<file path="src/rtl/ds1302_ctrl.sv">
// ds1302_ctrl
//
// Sequencer that sits in front of the ds1302_io command port. After reset it
// clears the DS1302 write-protect bit. If the clock-halt bit is set, it
// restarts the oscillator. It then polls the seven BCD time registers at a
// fixed interval and publishes each burst as one coherent snapshot. Host
// time-set requests are serviced between read bursts.
//
// Ports
//   sysclk, rst          : clock, synchronous active-high reset
//   set_req, set_time    : host time-set request (level) and {year,week,month,date,hour,min,sec}
//   set_ack              : one-cycle pulse when the seven set writes have completed
//   sec..year            : last coherent BCD snapshot
//   time_valid           : one-cycle pulse on the cycle the snapshot outputs update
//   busy                 : low only while the sequencer idles between bursts
//   cmd_read/cmd_write   : registered command requests to ds1302_io
//   cmd_read_ack/cmd_write_ack : one-cycle completion pulses from ds1302_io
//   read_addr/write_addr : DS1302 command bytes
//   read_data            : read result, valid in the ack cycle
//   write_data           : write payload
module ds1302_ctrl #(
  parameter int POLL_DIV = 5_000_000
) (
  input  logic        sysclk,
  input  logic        rst,
  input  logic        set_req,
  input  logic [55:0] set_time,
  output logic        set_ack,
  output logic [7:0]  sec,
  output logic [7:0]  min,
  output logic [7:0]  hour,
  output logic [7:0]  date,
  output logic [7:0]  month,
  output logic [7:0]  week,
  output logic [7:0]  year,
  output logic        time_valid,
  output logic        busy,
  output logic        cmd_read,
  output logic        cmd_write,
  input  logic        cmd_read_ack,
  input  logic        cmd_write_ack,
  output logic [7:0]  read_addr,
  output logic [7:0]  write_addr,
  input  logic [7:0]  read_data,
  output logic [7:0]  write_data
);

  localparam logic [23:0] POLL_LAST = 24'(POLL_DIV - 1);

  // S_RESET is the reset value. It gives one cycle in S_INIT_WP before the
  // first command rises.
  typedef enum logic [3:0] {
    S_RESET,
    S_INIT_WP,
    S_INIT_CHRD,
    S_INIT_CHWR,
    S_RD,
    S_UPDATE,
    S_WAIT,
    S_SET,
    S_SET_DONE
  } state_t;

  state_t      state_reg, state_next;
  logic [2:0]  idx_reg, idx_next;
  logic [23:0] poll_cnt_reg, poll_cnt_next;
  logic        cmd_read_reg, cmd_read_next;
  logic        cmd_write_reg, cmd_write_next;
  logic [7:0]  read_addr_reg, read_addr_next;
  logic [7:0]  write_addr_reg, write_addr_next;
  logic [7:0]  write_data_reg, write_data_next;
  logic [6:0]  ch_sec_reg, ch_sec_next;     // seconds read at init, halt bit dropped
  logic [55:0] set_time_reg, set_time_next;
  logic        time_valid_reg, set_ack_reg, busy_reg;
  logic [7:0]  set_field;
  logic        rd_ack, wr_ack, shadow_we;
  logic [55:0] snap_vec;

  // Only an ack for the command type that is actually outstanding counts.
  // The two ack lines may be tied together upstream.
  assign rd_ack    = cmd_read_reg  && cmd_read_ack;
  assign wr_ack    = cmd_write_reg && cmd_write_ack;
  assign shadow_we = (state_reg == S_RD) && rd_ack;

  // Payload for set write idx. The seconds byte always has its halt bit
  // cleared, so a set can never stop the oscillator.
  always_comb begin
    set_field = set_time_reg[{idx_reg, 3'b000} +: 8];
    if (idx_reg == 3'd0) set_field[7] = 1'b0;
  end

  always_comb begin
    state_next      = state_reg;
    idx_next        = idx_reg;
    poll_cnt_next   = '0;
    cmd_read_next   = cmd_read_reg;
    cmd_write_next  = cmd_write_reg;
    read_addr_next  = read_addr_reg;
    write_addr_next = write_addr_reg;
    write_data_next = write_data_reg;
    ch_sec_next     = ch_sec_reg;
    set_time_next   = set_time_reg;

    case (state_reg)
      S_RESET: state_next = S_INIT_WP;

      S_INIT_WP: begin
        if (!cmd_write_reg) begin
          cmd_write_next  = 1'b1;
          write_addr_next = 8'h8E;
          write_data_next = 8'h00;
        end else if (wr_ack) begin
          cmd_write_next = 1'b0;
          state_next     = S_INIT_CHRD;
        end
      end

      S_INIT_CHRD: begin
        if (!cmd_read_reg) begin
          cmd_read_next  = 1'b1;
          read_addr_next = 8'h81;
        end else if (rd_ack) begin
          cmd_read_next = 1'b0;
          ch_sec_next   = read_data[6:0];
          state_next    = read_data[7] ? S_INIT_CHWR : S_RD;
        end
      end

      S_INIT_CHWR: begin
        if (!cmd_write_reg) begin
          cmd_write_next  = 1'b1;
          write_addr_next = 8'h80;
          write_data_next = {1'b0, ch_sec_reg};
        end else if (wr_ack) begin
          cmd_write_next = 1'b0;
          state_next     = S_RD;
        end
      end

      S_RD: begin
        if (!cmd_read_reg) begin
          cmd_read_next  = 1'b1;
          read_addr_next = 8'h81 + {4'd0, idx_reg, 1'b0};
        end else if (rd_ack) begin
          cmd_read_next = 1'b0;
          if (idx_reg == 3'd6) begin
            idx_next   = 3'd0;
            state_next = S_UPDATE;
          end else begin
            idx_next = idx_reg + 3'd1;
          end
        end
      end

      S_UPDATE: state_next = S_WAIT;

      S_WAIT: begin
        // A pending set wins over poll expiry in the same cycle.
        if (set_req) begin
          set_time_next = set_time;
          state_next    = S_SET;
        end else if (poll_cnt_reg == POLL_LAST) begin
          state_next = S_RD;
        end else begin
          poll_cnt_next = poll_cnt_reg + 24'd1;
        end
      end

      S_SET: begin
        if (!cmd_write_reg) begin
          cmd_write_next  = 1'b1;
          write_addr_next = 8'h80 + {4'd0, idx_reg, 1'b0};
          write_data_next = set_field;
        end else if (wr_ack) begin
          cmd_write_next = 1'b0;
          if (idx_reg == 3'd6) begin
            idx_next   = 3'd0;
            state_next = S_SET_DONE;
          end else begin
            idx_next = idx_reg + 3'd1;
          end
        end
      end

      S_SET_DONE: state_next = S_RD;

      default: state_next = S_RESET;
    endcase
  end

  always_ff @(posedge sysclk) begin
    if (rst) begin
      state_reg      <= S_RESET;
      idx_reg        <= '0;
      poll_cnt_reg   <= '0;
      cmd_read_reg   <= 1'b0;
      cmd_write_reg  <= 1'b0;
      read_addr_reg  <= '0;
      write_addr_reg <= '0;
      write_data_reg <= '0;
      ch_sec_reg     <= '0;
      set_time_reg   <= '0;
      time_valid_reg <= 1'b0;
      set_ack_reg    <= 1'b0;
      busy_reg       <= 1'b0;
    end else begin
      state_reg      <= state_next;
      idx_reg        <= idx_next;
      poll_cnt_reg   <= poll_cnt_next;
      cmd_read_reg   <= cmd_read_next;
      cmd_write_reg  <= cmd_write_next;
      read_addr_reg  <= read_addr_next;
      write_addr_reg <= write_addr_next;
      write_data_reg <= write_data_next;
      ch_sec_reg     <= ch_sec_next;
      set_time_reg   <= set_time_next;
      // The pulses land together with the snapshot and refresh they announce.
      time_valid_reg <= (state_reg == S_UPDATE);
      set_ack_reg    <= (state_reg == S_SET_DONE);
      busy_reg       <= (state_next != S_WAIT);
    end
  end

  // Per-field shadow register, filled during a burst, and the published
  // snapshot register. The snapshot is copied in one cycle so the outputs
  // never show a half-updated time.
  generate
    for (genvar gi = 0; gi < 7; gi++) begin : g_field
      logic [7:0] shadow_reg;
      logic [7:0] snap_reg;
      always_ff @(posedge sysclk) begin
        if (rst) begin
          shadow_reg <= '0;
          snap_reg   <= '0;
        end else begin
          if (shadow_we && (idx_reg == 3'(gi))) shadow_reg <= read_data;
          if (state_reg == S_UPDATE) snap_reg <= shadow_reg;
        end
      end
      assign snap_vec[8*gi +: 8] = snap_reg;
    end
  endgenerate

  assign sec        = snap_vec[7:0];
  assign min        = snap_vec[15:8];
  assign hour       = snap_vec[23:16];
  assign date       = snap_vec[31:24];
  assign month      = snap_vec[39:32];
  assign week       = snap_vec[47:40];
  assign year       = snap_vec[55:48];
  assign time_valid = time_valid_reg;
  assign set_ack    = set_ack_reg;
  assign busy       = busy_reg;
  assign cmd_read   = cmd_read_reg;
  assign cmd_write  = cmd_write_reg;
  assign read_addr  = read_addr_reg;
  assign write_addr = write_addr_reg;
  assign write_data = write_data_reg;

endmodule

</file>
<file path="config.mk">
export PLATFORM = sky130hd
export DESIGN_NAME = ds1302_ctrl
export DESIGN_NICKNAME = d
export VERILOG_FILES = /design/src/rtl/ds1302_ctrl.sv
export SDC_FILE = /design/constraint.sdc
export NUM_CORES = 1
export LEC_CHECK = 0
export BUFFER_PORTS_ARGS = -buffer_cell sky130_fd_sc_hd__buf_2
export CAP_MARGIN = 20
export CELL_PAD_IN_SITES_DETAIL_PLACEMENT = 1
export CELL_PAD_IN_SITES_GLOBAL_PLACEMENT = 2
export CORE_MARGIN = 1
export CORE_UTILIZATION = 36
export CTS_CLUSTER_SIZE = 40
export DETAILED_ROUTE_END_ITERATION = 10
export GPL_ROUTABILITY_DRIVEN = 0
export PLACE_DENSITY_LB_ADDON = 0.1
export SYNTH_ARGS = -nofsm -noshare
export SYNTH_HDL_FRONTEND = slang
export SYNTH_SLANG_ARGS = --single-unit
</file>
<file path="constraint.sdc">
create_clock -name sysclk -period 5.05 [get_ports sysclk]
set_clock_uncertainty 0.15 [all_clocks]
set_input_delay 1.01 -clock sysclk [delete_from_list [all_inputs] [get_ports sysclk]]
set_output_delay 1.01 -clock sysclk [all_outputs]
set_load 0.005 [all_outputs]
</file>
* Yosys cells after proc, flatten, opt, wreduce, memory -nomap -nowiden
Cells that the tools add are included.
** Operators by class
- Add/sub/neg operators :: 4
- Eq/ne operators :: 25
- Shifts and indexed selects :: 1
- Mux-type cells :: 38
- Bitwise logic cells :: 1
- Reduce and logical (&&, ||, !) cells :: 23
** Operators by type and width (count)
- 8-bit 2-to-1 mux :: 8
- 4-bit 2-to-1 mux :: 14
- 56-bit by 7-bit variable part select with 8-bit output :: 1
- 8-bit one-hot mux with 3 select lines :: 2
- 4-bit one-hot mux with 9 select lines :: 1
- 24-bit by 1-bit adder with 24-bit output, second input constant :: 1
- 24-bit by 23-bit == test with 1-bit output, second input constant :: 1
- 3-bit 2-to-1 mux :: 6
- 2-bit inequality test, second input constant :: 9
- 8-bit by 4-bit adder with 8-bit output, first input constant :: 2
- 4-bit by 3-bit == test with 1-bit output, second input constant :: 4
- 8-bit one-hot mux with 2 select lines :: 1
- 1-bit logical AND :: 10
- 3-bit == test, second input constant :: 3
- 4-bit by 2-bit == test with 1-bit output, second input constant :: 2
- 3-bit by 2-bit == test with 1-bit output, second input constant :: 2
- 3-bit one-hot mux with 2 select lines :: 1
- 3-bit AND reduction :: 2
- 1-bit 2-to-1 mux :: 5
- 5-bit AND reduction :: 1
- 4-bit by 1-bit == test with 1-bit output, second input constant :: 1
- 4-bit == test, second input constant :: 1
- 4-bit logical NOT :: 1
- 4-bit by 3-bit inequality test with 1-bit output, second input constant :: 1
- other kinds (11) :: 12
** Storage, ports and cells
- Bits in registers :: 235
- Input port bits :: 69
- Output and inout port bits :: 85
- Logic and storage cells :: 119

* Logic depth before layout (Yosys ltp)
- Depth after elaboration :: 6
- Mapped depth :: 8
- Depth with buffers taken out :: 5

* Worst setup path after synthesis
Ideal clock, no wire load.
- Path kind :: register to register
- From :: register idx_reg[0]
- To :: register g_field[3].shadow_reg[0]
- Arrival :: 2058 ps
- Slack :: 2714 ps
- Stages on the path, launching flop included :: 9
- Clock period less this slack :: 2336 ps
- Path through :: dfxtp_1 > clkbuf_1 > buf_1 > clkbuf_1 > and2_1 > ha_1 > nand3_1 > mux2i_1 > nor2_1
** Between the ends
- Longest elaborated chain between the ends :: 2
** RTL lines
- start, declared :: line 65 : logic [2:0] idx_reg, idx_next;
- start signal, assigned :: line 208 : idx_reg <= idx_next;
- 3-bit by 2-bit == test with 1-bit output :: line 236 : if (shadow_we && (idx_reg == 3'(gi))) shadow_reg <= read_data;
- 1-bit logical AND :: line 236
- end signal, assigned :: line 236
- end, declared :: line 229 : logic [7:0] shadow_reg;
Every way passes these cells.
A chain may end at the register's enable or synchronous reset.

* Worst setup path in the final report
- From :: register state_reg[2]
- To :: register g_field[6].shadow_reg[7]
** Between the ends
- Longest elaborated chain between the ends :: 3
** RTL lines
- start, declared :: line 64 : state_t state_reg, state_next;
- start signal, assigned :: line 207 : state_reg <= state_next;
- 4-bit by 3-bit == test with 1-bit output :: line 83 : assign shadow_we = (state_reg == S_RD) && rd_ack;
- 1-bit logical AND :: line 83
- 1-bit logical AND :: line 236
- end signal, assigned :: line 236
- end, declared :: line 229
Every way passes these cells.

==> results.toml <==
[final_layout]
fin_cells = 1490
final_layout_size_suffix_gt1_frac = 0.191
fin_nets = 1217
layout_commonest_cell = "nand2_1"
layout_common_cells = "269 x nand2_1, 226 x dfxtp_1, 144 x buf_2, 131 x a21oi_1, 83 x nor2_1"
diodes = 0
largest_reg_flops = 56
synthToLayoutAreaGrowth_pct = 20.3
fin_area_sq_mm = 0.0107

[placement]
dpl.hpwl_um = 16200
dpl_cell_area_sq_mm = 0.00985
portBuffers = 145
dp_cells = 1441
dp_worst_setup_slack_ns = 1.98

[route]
vias_per_cell = 4.97
remaining_drc_errors = 0
drt-total-wl_um = 24600
drt_iter0_drc = 258
vias = 7399
wire_per_inst_um = 16.5
antenna_left = 0
drt-pass1-iter-count = 4

[global_route]
grt-busiest-layer = "met2"
grt_first_pass_wirelength_um = 39500
grt_remaining_overflow = 0
grt_pass1_vias = 7299
antenna_found_initial = 0
met2_usage = 0.323
gr-usage-met3 = 0.0294
grt_usage = 0.192
grt_max_degree = 76
gr-usage-met1 = 0.258

[synthesis]
syn_inst = 1035
synth_area_leader_cell = "dfxtp_1"
ys_top_cells_by_area = "dfxtp_1 51%, nand2_1 11%, mux2i_1 9.2%"
synth-main-ff-cell = "dfxtp_1"
yosysTopAreaCellShare = 0.506
yosysWarnings = 0
syn_area_sq_mm = 0.00893
ys_seq_area_frac = 0.506
avgSynthCellArea_sq_um = 8.63
synthArstFlopShare = 0
synth_edf_count = 0
ys_ff_latch = 226
synth.distinct_cells = 60

[cts]
cts_tree = "done"
clockRootBuffer = "clkbuf_16"
clk_latency_ns = 0.53
htreeDepth = 1
clkTransAtPathRegs_ns = 0.06
cts-resized-gates = 0
cts_sinks = 226
hold_buffers = 0
cts_buffers = 26
post_cts_buffers = 0
clock_path_buffers = 3

[power_and_ir_drop]
combPwrFrac = 0.029
switching_share = 0.221
p_int_mw = 2.96
power_frac_clock = 0.497
max-vdd-ir-drop_uv = 187
seq_power_share = 0.474
p_total_mw = 3.80
leakagePower_nw = 4.06
p_switching_uw = 838
power_density_mw_per_mm2 = 353

[setup_path]
crit_fanout = 16
reg2reg_to = "g_field[6].shadow_reg[7]$_SDFFE_PP0P_"
ff2ff_path_depth = 4
cp.required_ns = 5.28
crit_path_end_kind = "register"
reg2reg_slack_ns = 2.16
startpoint_type = "register"
slowest_stage = "nor3_2"
path_cells = "or4b_1, nor3_2, mux2i_1, nor2_1"
cp.arrival_ns = 3.12
max_stage_delay_ns = 0.87
crit_family = "simple AND/OR/NAND/NOR gates"
reg2reg_from = "state_reg[2]$_SDFF_PP0_"
worstSetupPathType = "register to register"
cp_num_buf_inv = 0

[timing]
min_period_ns = 2.89
fin_crit_sh = 0.572
tightest_slew_ns = 1.05
timing.final.ws_setup_ns = 2.16
finalSetupViolCount = 0
fin_setup_tns_ns = 0
slew_viol_final = 0
final_hold_viol_count = 0
rsz0062_at_grt = "false"
fmax_ghz = 0.346
slew_headroom = 0.297

[floorplan]
coreArea_sq_mm = 0.0243
die-area_sq_mm = 0.0254
start_util = 0.367
die_y_um = 160
rows = 57
fp.dieW_um = 160
io-pin-count = 154

[min_path]
min_to = "min[5]$_SDFFE_PP0P_"
hp-class = "register to register"
hp-start = "min[5]$_SDFFE_PP0P_"
min_path_cells = 2

[status]
outcome = "finished, final reports clean"

[run]
drv_cap = 0
==> worst reg2reg max path, stage by stage, from the launching register on <==
cell	delay, ns
dfxtp_1	0.69
or4b_1	0.70
nor3_2	0.88
mux2i_1	0.29
nor2_1	0.05
==> metal layers <==
metal,part of all wire,routed length [um]
met3,0.038,931
met4,0.016,389
met1,0.48,11800
met2,0.47,11500
met5,0,0
==> power groups by stage <==
stage	registers, mW	logic, mW	clock network [mW]
after floorplan	1.83	0.0570	0
after global placement	1.84	0.111	0
after detailed placement	1.84	0.111	0
after CTS	1.80	0.112	1.94
after global routing	1.80	0.121	2.00
final	1.80	0.110	1.89
==> through the flow <==
stage	util	hold WS, ns
2_1_floorplan	-	0.281
3_3_place_gp	0.405	0.289
3_5_place_dp	0.405	0.294
4_1_cts	0.441	0.303
5_1_grt	0.442	0.316
6_report	0.442	0.300
==> cell type report <==
cell class | instances | area (sq um)
Timing Repair Buffer | 155 | 811
Clock buffer | 40 | 835
Multi-Input combinational cell | 727 | 4090
Clock inverter | 8 | 42.5
Inverter | 10 | 37.5
Fill cell | 2876 | 13600
Tap cell | 324 | 405
Sequential cell | 226 | 4520
==> how the worst max path moves through the flow <==
stage	from	end	slack (ns)	depth (start not counted)
finish	state_reg[2]$_SDFF_PP0_	g_field[6].shadow_reg[7]$_SDFFE_PP0P_	2.16	4
global route	state_reg[2]$_SDFF_PP0_	g_field[6].shadow_reg[7]$_SDFFE_PP0P_	2.03	4
CTS	state_reg[2]$_SDFF_PP0_	g_field[6].shadow_reg[7]$_SDFFE_PP0P_	2.16	4
detailed placement	rst	poll_cnt_reg[21]$_SDFF_PP0_	1.98	4
global placement	rst	poll_cnt_reg[16]$_SDFF_PP0_	2.02	4
floorplan	idx_reg[0]$_SDFFE_PP0P_	g_field[3].shadow_reg[0]$_SDFFE_PP0P_	2.71	8
==> cells by family (layout without fill, tap and decap cells) <==
kind of cell             after synthesis  count (layout)  synth area share
AND/OR/NAND/NOR                      429             429             0.207
other                                  1               7          0.000420
flip-flops                           226             226             0.506
adder cells (fa/ha/maj)                2               2           0.00280
multiplexers                          90              90             0.111
XOR/XNOR                              14              14            0.0137
AO/OA/AOI/OAI                        185             185             0.117
buffers and inverters                 88             213            0.0423
==> synthesized netlist by cell type, types with 3 or more instances <==
library cell	n
a21oi_1	131
a22oi_1	10
a31oi_1	3
and2_1	3
and3_1	3
buf_2	8
buf_4	8
clkbuf_1	59
dfxtp_1	226
inv_1	8
mux2i_1	82
mux4_2	7
nand2_1	269
nand2b_1	4
nand3_1	11
nand3b_1	3
nand4_1	7
nor2_1	83
nor2b_1	4
nor3_1	6
nor3b_1	3
nor4_1	6
o21ai_0	18
o2bb2ai_1	7
or3_1	10
or4_1	3
xnor2_1	12
No activity file was read; power rests on OpenSTA's default activity.
